**src/rtl/vedic8_seq.sv**
```systemverilog
// vedic8_seq: 8x8 unsigned multiplier time-multiplexing one vedic4 core over four cycles
module vedic2 (
  input  logic [1:0] a,
  input  logic [1:0] b,
  output logic [3:0] p
);
  logic [1:0] m;
  logic [1:0] h;
  assign m = {1'b0, a[1] & b[0]} + {1'b0, a[0] & b[1]};
  assign h = {1'b0, a[1] & b[1]} + {1'b0, m[1]};
  assign p = {h, m[0], a[0] & b[0]};
endmodule

module vedic4 (
  input  logic [3:0] a,
  input  logic [3:0] b,
  output logic [7:0] p
);
  logic [3:0] q0, q1, q2, q3;
  vedic2 u0 (.a(a[1:0]), .b(b[1:0]), .p(q0));
  vedic2 u1 (.a(a[3:2]), .b(b[1:0]), .p(q1));
  vedic2 u2 (.a(a[1:0]), .b(b[3:2]), .p(q2));
  vedic2 u3 (.a(a[3:2]), .b(b[3:2]), .p(q3));
  assign p = {4'b0, q0} + {2'b0, q1, 2'b0} + {2'b0, q2, 2'b0} + {q3, 4'b0};
endmodule

module vedic8_seq (
  input  logic        clk,
  input  logic        rst_n,
  input  logic        ena,
  input  logic        in_valid,
  output logic        in_ready,
  input  logic [7:0]  in_a,
  input  logic [7:0]  in_b,
  output logic        out_valid,
  input  logic        out_ready,
  output logic [15:0] out_p,
  output logic        busy,
  output logic [7:0]  op_count
);
  typedef enum logic [1:0] {IDLE, MUL, DONE} state_t;
  state_t state, state_nx;
  logic [1:0]  step;
  logic [7:0]  ra, rb, pp;
  logic [15:0] acc, addend;
  logic        accept, handoff;
  // step[0] picks the multiplicand nibble, step[1] the multiplier nibble
  vedic4 u_mul (
    .a(step[0] ? ra[7:4] : ra[3:0]),
    .b(step[1] ? rb[7:4] : rb[3:0]),
    .p(pp)
  );
  assign addend = step == 2'd3 ? {pp, 8'b0} : step == 2'd0 ? {8'b0, pp} : {4'b0, pp, 4'b0};
  assign accept  = ena && state == IDLE && in_valid;
  assign handoff = ena && state == DONE && out_ready;
  always_ff @(posedge clk)
    if (!rst_n) state <= IDLE;
    else state <= state_nx;
  always_comb
    state_nx = accept ? MUL :
               (ena && state == MUL && step == 2'd3) ? DONE :
               handoff ? IDLE : state;
  always_comb begin
    in_ready  = ena && state == IDLE;
    out_valid = ena && state == DONE;
    busy      = state == MUL;
    out_p     = acc;
  end
  always_ff @(posedge clk)
    if (!rst_n) begin
      step     <= '0;
      acc      <= '0;
      ra       <= '0;
      rb       <= '0;
      op_count <= '0;
    end else begin
      if (accept) begin
        ra   <= in_a;
        rb   <= in_b;
        acc  <= '0;
        step <= '0;
      end
      if (ena && state == MUL) begin
        acc  <= acc + addend;
        step <= step + 2'd1;
      end
      if (handoff) op_count <= op_count + 8'd1;
    end
endmodule

```
**config.mk**
```make
export PLATFORM = sky130hd
export DESIGN_NAME = vedic8_seq
export DESIGN_NICKNAME = d
export VERILOG_FILES = /design/src/rtl/vedic8_seq.sv
export SDC_FILE = /design/constraint.sdc
export NUM_CORES = 1
export LEC_CHECK = 0
export ABC_CLOCK_PERIOD_IN_PS = 16200
export BUFFER_PORTS_ARGS = -buffer_cell sky130_fd_sc_hd__clkbuf_2
export CAP_MARGIN = 5
export CORE_UTILIZATION = 60
export DETAILED_ROUTE_END_ITERATION = 8
export GPL_TIMING_DRIVEN = 0
export HOLD_SLACK_MARGIN = 0.03
export PLACE_DENSITY = 0.82
export SLEW_MARGIN = 0
export SYNTH_ARGS = -nofsm -noshare
export SYNTH_HDL_FRONTEND = slang
export SYNTH_SLANG_ARGS = --single-unit
```
**constraint.sdc**
```tcl
create_clock -name clk -period 16.2 [get_ports clk]
set_input_delay 0.81 -clock clk [delete_from_list [all_inputs] [get_ports clk]]
set_output_delay 0.81 -clock clk [all_outputs]
set_load 0.05 [all_outputs]
```
; ---- Word level (Yosys, flattened, before mapping)
; Cells that the tools add are included.
[word_totals]
reg_bits = 44
latchBits = 0
mem_bits_rw = 0
romBits = 0
in_bits = 21
output_inout_bits = 27
memories = 0
[op_classes]
addsub = 14
n_mul = 0
div_mod_pow = 0
order_cmp = 0
eq_ne = 3
shift = 0
mux = 11
bitwise = 17
n_reduce_logical = 12
[ops]
columns = cell, count
row1 = $mux 16, 3
row2 = $add 1x1->2, 8
row3 = $add 16x16->16, 1
row4 = $and 1x1->1, 16
row5 = $mux 12, 1
row6 = $add 8x1->8 const B, 1
row7 = $add 8x6->8, 1
row8 = $add 8x8->8, 1
row9 = $mux 2, 4
row10 = $mux 4, 2
row11 = $add 4x6->7, 1
row12 = $logic_and 1x1->1, 6
row13 = $eq 2x2->1 const B, 2
row14 = $logic_not 2->1, 2
row15 = $reduce_bool 2->1, 2
row16 = $reduce_bool 3->1, 1
row17 = $add 2x1->2 const B, 1
row18 = $eq 2x1->1 const B, 1
row19 = $reduce_or 2->1, 1
row20 = $mux 1, 1
row21 = $not 1->1, 1

; ---- Logic depth before layout (Yosys ltp)
; Gate-level depths: netlist of run 1.
[depth]
depth_word = 11
mapped_depth = 24

; ---- By module
; From an unflattened synthesis of run 1, not the netlist that was laid out.
[hier_totals]
cells_unflattened = 396
hier_area_um2 = 3279.4
[by_module_without_submodules]
columns = module, instances, cells_per_inst, area_per_inst_um2, seq_area_each_um2
row1 = vedic8_seq, 1, 345, 2830.2, 880.8
row2 = vedic4, 1, 27, 249.0, 0.0
row3 = vedic2, 4, 6, 50.0, 0.0

; ---- Worst setup path after synthesis of run 1
; No wires, ideal clock.
[synth_timing]
path_kind = register -> register
start = register step[1]
end = register acc[14] (netlist: out_p[14])
setup_time_ps = 118
arrival_ps = 4967
t_required_ps = 16082
setup_slack_ps = 11115
path_stages_with_launch = 23
path_buffers = 1
cell_sequence = dfxtp_1 > buf_2 > mux2i_1 > nor2_1 > ha_1 > ha_1 > ha_1 > inv_1 > fa_1 > xnor2_1 > fa_1 > fa_1 > a21o_1 > a21oi_1 > xor2_1 > a22o_1 > ha_1 > and4_1 > nand2_1 > or3_1 > nand3_1 > xnor2_1 > o21ai_1
[synth_via]
elab_chain_cells = 11
[synth_rtl]
columns = item, line_no
row1 = start: declaration, 43  ; logic [1:0] step;
row2 = start signal: assignment, 85  ; step <= step + 2'd1;
row3 = $mux 4, 50  ; .b(step[1] ? rb[7:4] : rb[3:0]),
row4 = $and 1x1->1, 9  ; assign m = {1'b0, a[1] & b[0]} + {1'b0, a[0] & b[1]};
row5 = $add 1x1->2, 9
row6 = $add 1x1->2, 10  ; assign h = {1'b0, a[1] & b[1]} + {1'b0, m[1]};
row7 = $add 4x6->7, 24  ; assign p = {4'b0, q0} + {2'b0, q1, 2'b0} + {2'b0, q2, 2'b0} + {q3, 4'b0};
row8 = $add 8x6->8, 24
row9 = $add 8x8->8, 24
row10 = $mux 12, 53  ; assign addend = step == 2'd3 ? {pp, 8'b0} : step == 2'd0 ? {8'b0, pp} : {4'b0, pp, 4'b0};
row11 = $mux 16 (*), 53
row12 = $add 16x16->16 (*), 84  ; acc <= acc + addend;
row13 = $mux 16 (*), 83  ; if (ena && state == MUL) begin
row14 = end signal: assignment, 84
row15 = end: declaration, 45  ; logic [15:0] acc, addend;
; Every way passes the cells marked *; elsewhere a longest branch is shown, timed or not.
; A chain may end at the register's enable or synchronous reset.

; ---- Worst setup path in the final report of run 1
[layout_timing]
start = register step[0]
end = register acc[13] (netlist: out_p[13])
[layout_via]
elab_chain_cells = 11
[layout_rtl]
columns = item, line_no
row1 = $mux 4, 49  ; .a(step[0] ? ra[7:4] : ra[3:0]),
row2 = $and 1x1->1, 9
row3 = $add 1x1->2, 9
row4 = $add 1x1->2, 10
row5 = $add 4x6->7, 24
row6 = $add 8x6->8, 24
row7 = $add 8x8->8, 24
row8 = $mux 12, 53
row9 = $mux 16 (*), 53
row10 = $add 16x16->16 (*), 84
row11 = $mux 16 (*), 83
; Marked as above.

==> results.json, run 1 <==
{
  "status": "finished clean",
  "syn_inst": 380,
  "hold_viol_final": 0,
  "drtPass1Iterations": 4,
  "final_cells": 504,
  "synth_edf_count": 0,
  "setup_viol_count_final": 0,
  "r2r_start": "step[0]",
  "numCtsBuffers": 5,
  "synth_cell_types": 44,
  "syn_area_mm2": 0.00316,
  "fin_worst_skew_ns": 0.00725,
  "worst_slew_pin_slew_ns": 0.502,
  "placement.io_buffers": 46,
  "avgSynthCellArea_um2": 8.32,
  "seqPwrFrac_pct": 53.8,
  "dieArea_mm2": 0.00557,
  "cp.required_ns": 16.40,
  "path_max_fanout": 7,
  "grt.overflow.total": 0,
  "startpoint_type": "flip-flop",
  "start_util_pct": 61.9,
  "clk_pin_slew_worst_paths_ns": 0.09,
  "path_class": "flip-flop to flip-flop",
  "drc": 0,
  "n_antenna_cell": 0,
  "core-area_mm2": 0.00511,
  "gp_congestion": 0.907,
  "synth_common_cells": "62 x nand2_1, 44 x dfxtp_1, 33 x ha_1",
  "ir_worst_vdd_v": 0.0000410,
  "nNetsFinal": 493,
  "drv_cap": 0,
  "yosysWarnings": 0,
  "swShare_pct": 26.5,
  "worst_slack_ns": 10.43,
  "cellPowerDensity_mw_per_mm2": 58.0,
  "grt_pass1_vias": 2581,
  "yosysMostFrequentCell": "nand2_1",
  "hold_buffers": 0,
  "grt_pass1_wl_um": 11300,
  "ios": 48,
  "p_leak_nw": 1.68,
  "ys_seq_elements": 44,
  "yosysTopAreaCell": "dfxtp_1",
  "p_int_mw": 0.152,
  "reg2reg_depth": 23,
  "routed_wl_um": 6870,
  "grt_max_degree": 15,
  "clock-sinks": 44,
  "track_usage_pct": 26.6,
  "clk_latency_ns": 0.30,
  "hold_path.class": "flip-flop to flip-flop",
  "synth_ff_type": "dfxtp_1",
  "yosys-top-cells-area": "dfxtp_1 28%, ha_1 13%, nand2_1 7.4%",
  "hpwlAfterDp_um": 5280,
  "fillers": 442,
  "async_flop_share_pct": 0,
  "p_clk_share_pct": 36.5,
  "hold_slack_ns": 0.464,
  "via_per_inst": 5.50,
  "maxSlewViolCount": 0,
  "post_cts.repair.setup_buffers": 0,
  "tns_ns": 0,
  "crit_start": "step[0]",
  "antenna_left": 0,
  "cts_root_buf": "clkbuf_8",
  "hold-path-cell-count": 2,
  "slew_headroom_pct": 65.6,
  "syn_nets": 440,
  "num_rows": 26,
  "fmax_mhz": 173,
  "dp_cells": 496,
  "cts.htree.levels": 2,
  "drt_iter0_drc": 120,
  "die-width_um": 74.6,
  "min-delay-start": "rb[1]",
  "vias": 2772,
  "final.min_clock_period_ns": 5.77,
  "synth_top_cell_area_share_pct": 27.8,
  "ys_seq_area_share_pct": 27.8,
  "pre_cts_slack_ns": 10.53,
  "cts.path.max_buffers": 2,
  "layout-drive-gt1-share_pct": 16.6,
  "p_comb_share_pct": 9.7,
  "cp-end-kind": "flip-flop",
  "cts_resized": 0,
  "rsz0062_at_grt": "no",
  "area_delta_synth_final_pct": 13.1,
  "cts_tree": "done",
  "antenna_found_initial": 0,
  "p_sw_mw": 0.0551,
  "routedWlPerCell_um": 13.6,
  "fin_crit_sh_pct": 35.6,
  "fin_total_pwr_mw": 0.207,
  "worst_ep_arrival_time_ns": 5.97,
  "die_height_um": 74.6
}
-- state kept, by name, summed over array words and instances (netlist names) --
| register | flops |
|---|---|
| op_count | 8 |
| out_p | 16 |
| ra | 8 |
| rb | 8 |
| state | 2 |
| step | 2 |
-- layer usage --
metal / GRT usage (%) / part of all wire, %
met5: 0 / 0
met4: 8.81 / 1.5
met3: 5.42 / 3.6
met2: 45.4 / 49
met1: 33.3 / 46
-- power groups by stage --
stage	registers (mW)	logic, mW	clock network (mW)
after floorplan	0.114	0.0135	0
after global placement	0.114	0.0197	0
after detailed placement	0.114	0.0200	0
after CTS	0.112	0.0201	0.0762
after global routing	0.112	0.0224	0.0809
final	0.112	0.0202	0.0757
-- cell type report --
class | count | area [um2] | share of cell area (%)
clock inverters | 2 | 15.0 | 0.420
clock buffers | 6 | 82.6 | 2.31
multi-input cells | 306 | 2150 | 60.1
plain buffers | 15 | 73.8 | 2.06
repair buffers | 46 | 230 | 6.43
well taps | 70 | 87.6 | 2.45
inverters | 15 | 56.3 | 1.57
flip-flops and latches | 44 | 881 | 24.6
-- kinds of logic (layout without fill, tap and decap cells) --
group | after synthesis | after routing | share of synthesized area [%]
and+or+nand+nor | 146 | 146 | 22.1
AOI/OAI and AO/OA | 82 | 82 | 17.8
DFF | 44 | 44 | 27.8
adders and majority gates | 39 | 39 | 16.9
buffers and inverters | 30 | 84 | 4.11
xor gates and xnor gates | 26 | 26 | 7.20
muxes | 13 | 13 | 4.11
-- stage by stage --
step                      instance area (um2)  util (%)
after floorplan                          3160         -
after global placement                   3480      68.2
after detailed placement                 3480      68.2
after CTS                                3580      70.1
after global routing                     3580      70.1
final                                    3580      70.1
-- critical path, cell delays in order (launching register included) --
cell	delay, ns
dfxtp_1	0.34
buf_2	0.21
mux2i_1	0.44
nor2_1	0.08
ha_1	0.19
ha_1	0.27
ha_1	0.17
inv_1	0.06
fa_1	0.39
xnor2_1	0.27
fa_1	0.49
fa_1	0.49
a21o_1	0.20
a21oi_1	0.26
xor2_1	0.27
mux2i_1	0.11
nor2_1	0.10
ha_1	0.29
nand2_1	0.17
o21a_1	0.19
a21boi_1	0.29
o21ai_1	0.15
xnor2_1	0.15
o21ai_1	0.07
-- cells in the final DEF (no fill, tap or decap), types with 7 or more instances in the layout --
cell	instances
xnor2_1	12
a21boi_0	21
xor2_1	14
nor2_1	25
o21ai_0	10
a21oi_1	17
clkbuf_1	8
ha_1	33
a21o_1	7
nand3_1	14
clkbuf_2	46
mux2i_1	13
nand2_1	62
and2_1	19
inv_1	15
o21ai_1	7
dfxtp_1	44
-- final timing paths --
check	end	slack, ns
hold / removal	rb[1]	0.46
setup reg to reg	out_p[13]	10.43
hold reg to reg	rb[1]	0.46
setup / recovery	out_p[13]	10.43
Power figures use the tool's default switching activity.
==> inputs of run 2 (changes only) <==
--- a/config.mk
+++ b/config.mk
@@ -5,14 +5,14 @@
 export SDC_FILE = /design/constraint.sdc
 export NUM_CORES = 1
 export LEC_CHECK = 0
-export ABC_CLOCK_PERIOD_IN_PS = 16200
+export ABC_CLOCK_PERIOD_IN_PS = 5600
 export BUFFER_PORTS_ARGS = -buffer_cell sky130_fd_sc_hd__clkbuf_2
 export CAP_MARGIN = 5
-export CORE_UTILIZATION = 60
+export CORE_UTILIZATION = 58
 export DETAILED_ROUTE_END_ITERATION = 8
 export GPL_TIMING_DRIVEN = 0
 export HOLD_SLACK_MARGIN = 0.03
-export PLACE_DENSITY = 0.82
+export PLACE_DENSITY = 0.8
 export SLEW_MARGIN = 0
 export SYNTH_ARGS = -nofsm -noshare
 export SYNTH_HDL_FRONTEND = slang
==> constraint.sdc (replaced) <==
create_clock -name clk -period 5.6 [get_ports clk]
set_input_delay 0.28 -clock clk [delete_from_list [all_inputs] [get_ports clk]]
set_output_delay 0.28 -clock clk [all_outputs]
set_load 0.05 [all_outputs]
==> run 2 against run 1 <==
Compared with the run above:
- sequential share of layout area shrank 0.90 points
- non-clock buffer count grew 2
- clock skew shrank 0.0052 ns
- critical endpoint is now out_p[15]
==> results.json, run 2 (synthesis gave the netlist of run 1 again) <==
{
  "status": "finished clean",
  "hold_buffers": 0,
  "slew_headroom_pct": 67.9,
  "routedWlPerCell_um": 14.4,
  "clock-sinks": 44,
  "drv_cap": 0,
  "ios": 48,
  "cp-end-kind": "flip-flop",
  "final_cell_mix": "62 x nand2_1, 46 x clkbuf_2, 44 x dfxtp_1",
  "p_sw_mw": 0.165,
  "cts.path.max_buffers": 2,
  "reg2reg_depth": 23,
  "fin_crit_sh_pct": 96.5,
  "layout-drive-gt1-share_pct": 19.5,
  "core-area_mm2": 0.00517,
  "fin_util_pct": 71.8,
  "grt_pass1_vias": 2482,
  "cellPowerDensity_mw_per_mm2": 173,
  "grt_max_degree": 16,
  "seqPwrFrac_pct": 50.4,
  "final.min_clock_period_ns": 5.41,
  "setup_viol_count_final": 0,
  "mostFrequentLayoutCell": "nand2_1",
  "worst_slew_pin_slew_ns": 0.481,
  "antenna_found_initial": 0,
  "r2r_start": "step[0]",
  "area_delta_synth_final_pct": 17.4,
  "drc": 0,
  "vias": 2800,
  "cp.required_ns": 5.79,
  "path_max_fanout": 7,
  "hold_viol_final": 0,
  "p_clk_share_pct": 39.8,
  "cts_tree": "done",
  "grt_pass1_wl_um": 11300,
  "drt_iter0_drc": 139,
  "hold_path.class": "input pin to flip-flop",
  "via_per_inst": 5.53,
  "nNetsFinal": 495,
  "dieArea_mm2": 0.00575,
  "dp_cells": 496,
  "routed_wl_um": 7270,
  "fin_worst_skew_ns": 0.00210,
  "num_rows": 26,
  "cts.htree.levels": 2,
  "grt.overflow.total": 0,
  "antenna_left": 0,
  "worst_ep_arrival_time_ns": 5.60,
  "ff2ff_setup_slack_ns": 0.19,
  "hpwlAfterDp_um": 5520,
  "clk_pin_slew_worst_paths_ns": 0.09,
  "start_util_pct": 61.2,
  "startpoint_type": "flip-flop",
  "n_antenna_cell": 0,
  "p_comb_share_pct": 9.8,
  "min-delay-start": "in_b[5]",
  "track_usage_pct": 26.4,
  "r2r_end": "out_p[15]",
  "maxSlewViolCount": 0,
  "largest_reg_flops": 16,
  "numCtsBuffers": 5,
  "hold-path-cell-count": 3,
  "clk_latency_ns": 0.30,
  "cts_root_buf": "clkbuf_8",
  "p_leak_nw": 1.72,
  "min_to": "rb[5]",
  "gp_congestion": 0.889,
  "die-width_um": 75.8,
  "drtPass1Iterations": 4,
  "path_class": "flip-flop to flip-flop",
  "swShare_pct": 25.7,
  "placement.io_buffers": 46,
  "fmax_mhz": 185,
  "ir_worst_vdd_v": 0.000151,
  "die_height_um": 75.8,
  "final_cells": 506,
  "p_int_mw": 0.478,
  "fin_total_pwr_mw": 0.644
}
run 2: cell count changes in the layout (fill, tap and decap cells not counted), moves of 2 or more:
cell,previous run,this run
mux2i_1,13,9
mux2i_4,0,4
a21oi_1,17,15
buf_2,5,3
buf_4,1,3
buf_6,1,3
run 2: worst max-delay path, cell delays in order, from the launching register on:
cell	delay, ns
dfxtp_1	0.36
buf_6	0.16
mux2i_4	0.30
nor2_1	0.09
ha_1	0.20
ha_1	0.28
ha_1	0.17
inv_1	0.06
fa_1	0.43
xnor2_2	0.18
fa_1	0.61
ha_1	0.25
a21o_1	0.18
a21oi_1	0.17
xnor2_1	0.14
mux2i_1	0.16
nor2_1	0.07
ha_1	0.41
o21ai_1	0.14
a211oi_2	0.26
a211oi_2	0.14
o21ai_2	0.18
mux2i_1	0.25
o211ai_2	0.10
run 2: stage by stage:
stage / hold WS [ns] / TNS, ns / setup WS (ns) / instance area (um2)
floorplan: 0.425 / 0 / 0.515 / 3160
CTS: 0.189 / 0 / 0.00513 / 3650
global placement: 0.449 / 0 / 0.00511 / 3480
global route: 0.197 / -0.0607 / -0.0373 / 3710
finish: 0.197 / 0 / 0.194 / 3710
detailed placement: 0.457 / -0.389 / -0.116 / 3480
run 2: worst max path at each step:
stage	start	endpoint	slack [ns]	depth (start not counted)
floorplan	step[1]	out_p[14]	0.52	22
global placement	step[1]	out_p[12]	0.005	23
detailed placement	step[1]	out_p[12]	-0.12	23
CTS	step[1]	out_p[12]	0.005	23
global route	step[0]	out_p[15]	-0.04	23
finish	step[0]	out_p[15]	0.19	23
run 2: routing by layer:
metal  routed length, um  vias to the layer above  global-route usage (%)
li1                    -                     1409                       -
met1                3400                     1321                    36.4
met2                3480                       55                    41.6
met3                 259                       15                    4.63
met4                 130                        0                    9.47
met5                   0                        -                       0
run 2: area by class of cell:
class                           instances  area (um2)
Tap cell                               70        87.6
Timing Repair Buffer                   48         245
Clock buffer                            5        68.8
Buffer                                 15        86.3
Multi-Input combinational cell        306        2240
Clock inverter                          3        46.3
Sequential cell                        44         881
Fill cell                             417        1460
Inverter                               15        56.3
run 2: power groups by stage:
stage               Sequential (mW)  Clock [mW]  Combinational, mW
floorplan                     0.329           0             0.0392
global placement              0.330           0             0.0577
detailed placement            0.330           0             0.0590
CTS                           0.324       0.262             0.0614
global route                  0.325       0.272             0.0697
finish                        0.324       0.256             0.0632
run 2: timing repair:
action	in CTS	in global routing
gates resized for setup	9	13
endpoints found under the hold margin	0	0
setup endpoints to repair	6	7
setup buffers	0	2
pin swaps	0	1
==> inputs of run 3 (changes only) <==
--- a/config.mk
+++ b/config.mk
@@ -12,8 +12,7 @@
 export DETAILED_ROUTE_END_ITERATION = 8
 export GPL_TIMING_DRIVEN = 0
 export HOLD_SLACK_MARGIN = 0.03
-export PLACE_DENSITY = 0.8
-export SLEW_MARGIN = 0
+export PLACE_DENSITY = 0.81
 export SYNTH_ARGS = -nofsm -noshare
 export SYNTH_HDL_FRONTEND = slang
 export SYNTH_SLANG_ARGS = --single-unit
==> run 3 against run 2 <==
Compared with the run above:
- die area did not move
- via count rose by 0.82%
- worst setup slack improved by 0.026 ns
- global-route usage fell by 1.1 points
- clock power rose by 13%
- clock-buffer cell count did not move
==> results.json, run 3 (synthesis gave the netlist of run 1 again) <==
{
  "clk_pin_slew_worst_paths_ns": 0.09,
  "tns_ns": 0,
  "cts.path.max_buffers": 2,
  "hold_viol_final": 0,
  "die_height_um": 75.8,
  "core-area_mm2": 0.00517,
  "final.min_clock_period_ns": 5.38,
  "final_area_mm2": 0.00373,
  "grt_max_degree": 14,
  "drc": 0,
  "gp_congestion": 0.912,
  "cts_tree": "done",
  "mostFrequentLayoutCell": "nand2_1",
  "fmax_mhz": 186,
  "slew_headroom_pct": 69.7,
  "worst_slew_pin_slew_ns": 0.442,
  "routed_wl_um": 7030,
  "status": "finished clean",
  "critPathSlowestCell": "fa_1",
  "globalRouteMet3Util_pct": 4.23,
  "crit_end": "out_p[13]",
  "grt_pass1_vias": 2533,
  "multi_input_area_mm2": 0.00222,
  "fin_worst_skew_ns": 0.00604,
  "worst_ep_arrival_time_ns": 5.57,
  "clk_latency_ns": 0.30,
  "startpoint_type": "flip-flop",
  "numCtsBuffers": 5,
  "largest_reg_flops": 16,
  "fillers": 396,
  "final_cell_mix": "62 x nand2_1, 46 x clkbuf_2, 44 x dfxtp_1",
  "drt_iter0_drc": 131,
  "r2r_start": "step[0]",
  "grt-busiest-layer": "met2",
  "n_antenna_cell": 0,
  "cts.htree.levels": 2,
  "placement.io_buffers": 46,
  "num_rows": 26,
  "cts_root_buf": "clkbuf_8",
  "fin_crit_sh_pct": 96.1,
  "max_stage_delay_ns": 0.49,
  "nNetsFinal": 498,
  "track_usage_pct": 25.4,
  "hold_buffers": 0,
  "area_delta_synth_final_pct": 17.9,
  "ios": 48,
  "use_met2_pct": 43.9,
  "crit_start": "step[0]",
  "dieArea_mm2": 0.00575,
  "hold_slack_ns": 0.207,
  "vias": 2823,
  "antenna_found_initial": 0,
  "place_area_mm2": 0.00348,
  "crit_top_cell": "ha_1",
  "routedWlPerCell_um": 13.8,
  "layout-drive-gt1-share_pct": 19.2,
  "grt.overflow.total": 0,
  "drv_cap": 0,
  "clock-sinks": 44,
  "hold_path.class": "input pin to flip-flop",
  "cellPowerDensity_mw_per_mm2": 182,
  "hpwlAfterDp_um": 5160,
  "reg2reg_depth": 23,
  "setup_viol_count_final": 0,
  "regArea_um2": 881,
  "grt_pass1_wl_um": 11100,
  "grtUsageMet1_pct": 32.9,
  "ff2ff_setup_slack_ns": 0.22,
  "antenna_left": 0,
  "drtPass1Iterations": 4,
  "ir_worst_vdd_v": 0.000113,
  "final_cells": 508,
  "crit_chain": "buf_6 > mux2i_4 > nor2_1 > ha_1 > ha_1 > ha_1 > inv_1 > fa_1 > xnor2_2 > fa_1 > ha_1 > a21o_1 > a21oi_1 > xnor2_1 > mux2i_1 > nor2_1 > ha_1 > a21oi_1 > o21a_1 > a21boi_1 > o21ai_1 > xnor2_1 > o21ai_1",
  "p_leak_nw": 1.74,
  "start_util_pct": 61.2,
  "r2r_end": "out_p[13]",
  "cp-end-kind": "flip-flop",
  "dp_cells": 496,
  "via_per_inst": 5.56,
  "path_class": "flip-flop to flip-flop",
  "path_max_fanout": 7,
  "fin_total_pwr_mw": 0.678,
  "cp.required_ns": 5.79,
  "maxSlewViolCount": 0,
  "die-width_um": 75.8
}
==> run 3: cell types whose count changed in the layout (fill, tap and decap cells not counted), sizes merged <==
cell | previous run | this run
buf | 9 | 12
clkinvlp | 1 | 0
inv | 16 | 15
bufinv | 1 | 2
==> run 3: metrics by stage <==
stage / setup slack (ns) / utilization [%]
floorplan: 0.515 / -
global placement: 0.115 / 67.3
detailed placement: -0.0456 / 67.3
CTS: 0.00346 / 70.5
global route: -0.0428 / 72.1
finish: 0.220 / 72.1
==> run 3: worst min-delay path by stage <==
stage | start | end | cells past startpoint
2_1_floorplan | in_a[2] | ra[2] | 2
3_3_place_gp | ra[4] | ra[4] | 2
3_5_place_dp | ra[2] | ra[2] | 2
4_1_cts | in_a[2] | ra[2] | 3
5_1_grt | in_a[7] | ra[7] | 3
6_report | in_a[2] | ra[2] | 3
==> run 3: final cells by class <==
class / instances / area share (%)
inverters: 15 / 1.51
clock inverters: 2 / 1.61
clock buffers: 5 / 1.85
well taps: 70 / 2.35
flip-flops and latches: 44 / 23.6
multi-input cells: 306 / 59.6
plain buffers: 15 / 2.32
repair buffers: 51 / 7.18
==> run 3: power by group <==
group,internal [mW],switching (mW),total [mW]
logic,0.0253,0.0382,0.0636
clock network,0.176,0.114,0.290
registers,0.319,0.00525,0.324
total,0.520,0.158,0.678
==> run 3: worst max-delay path: cells and delay by family (launching register included) <==
family | cells | cell delay (ns)
adders and majority gates | 7 | 2.20
muxes | 2 | 0.42
xor gates and xnor gates | 3 | 0.55
DFF | 1 | 0.36
and+or+nand+nor | 2 | 0.23
buffers and inverters | 2 | 0.22
AOI/OAI and AO/OA | 7 | 1.29
==> run 3: per-layer routing <==
layer  wire length [um]  up-vias
met2               3360       73
met4                117        0
met1               3240     1320
met3                307       14
met5                  0        -
li1                   -     1416
==> run 3: repair_timing <==
action,CTS,global route
pin swaps,0,6
setup endpoints to repair,4,8
buffers inserted,0,5
gates resized for setup,6,12
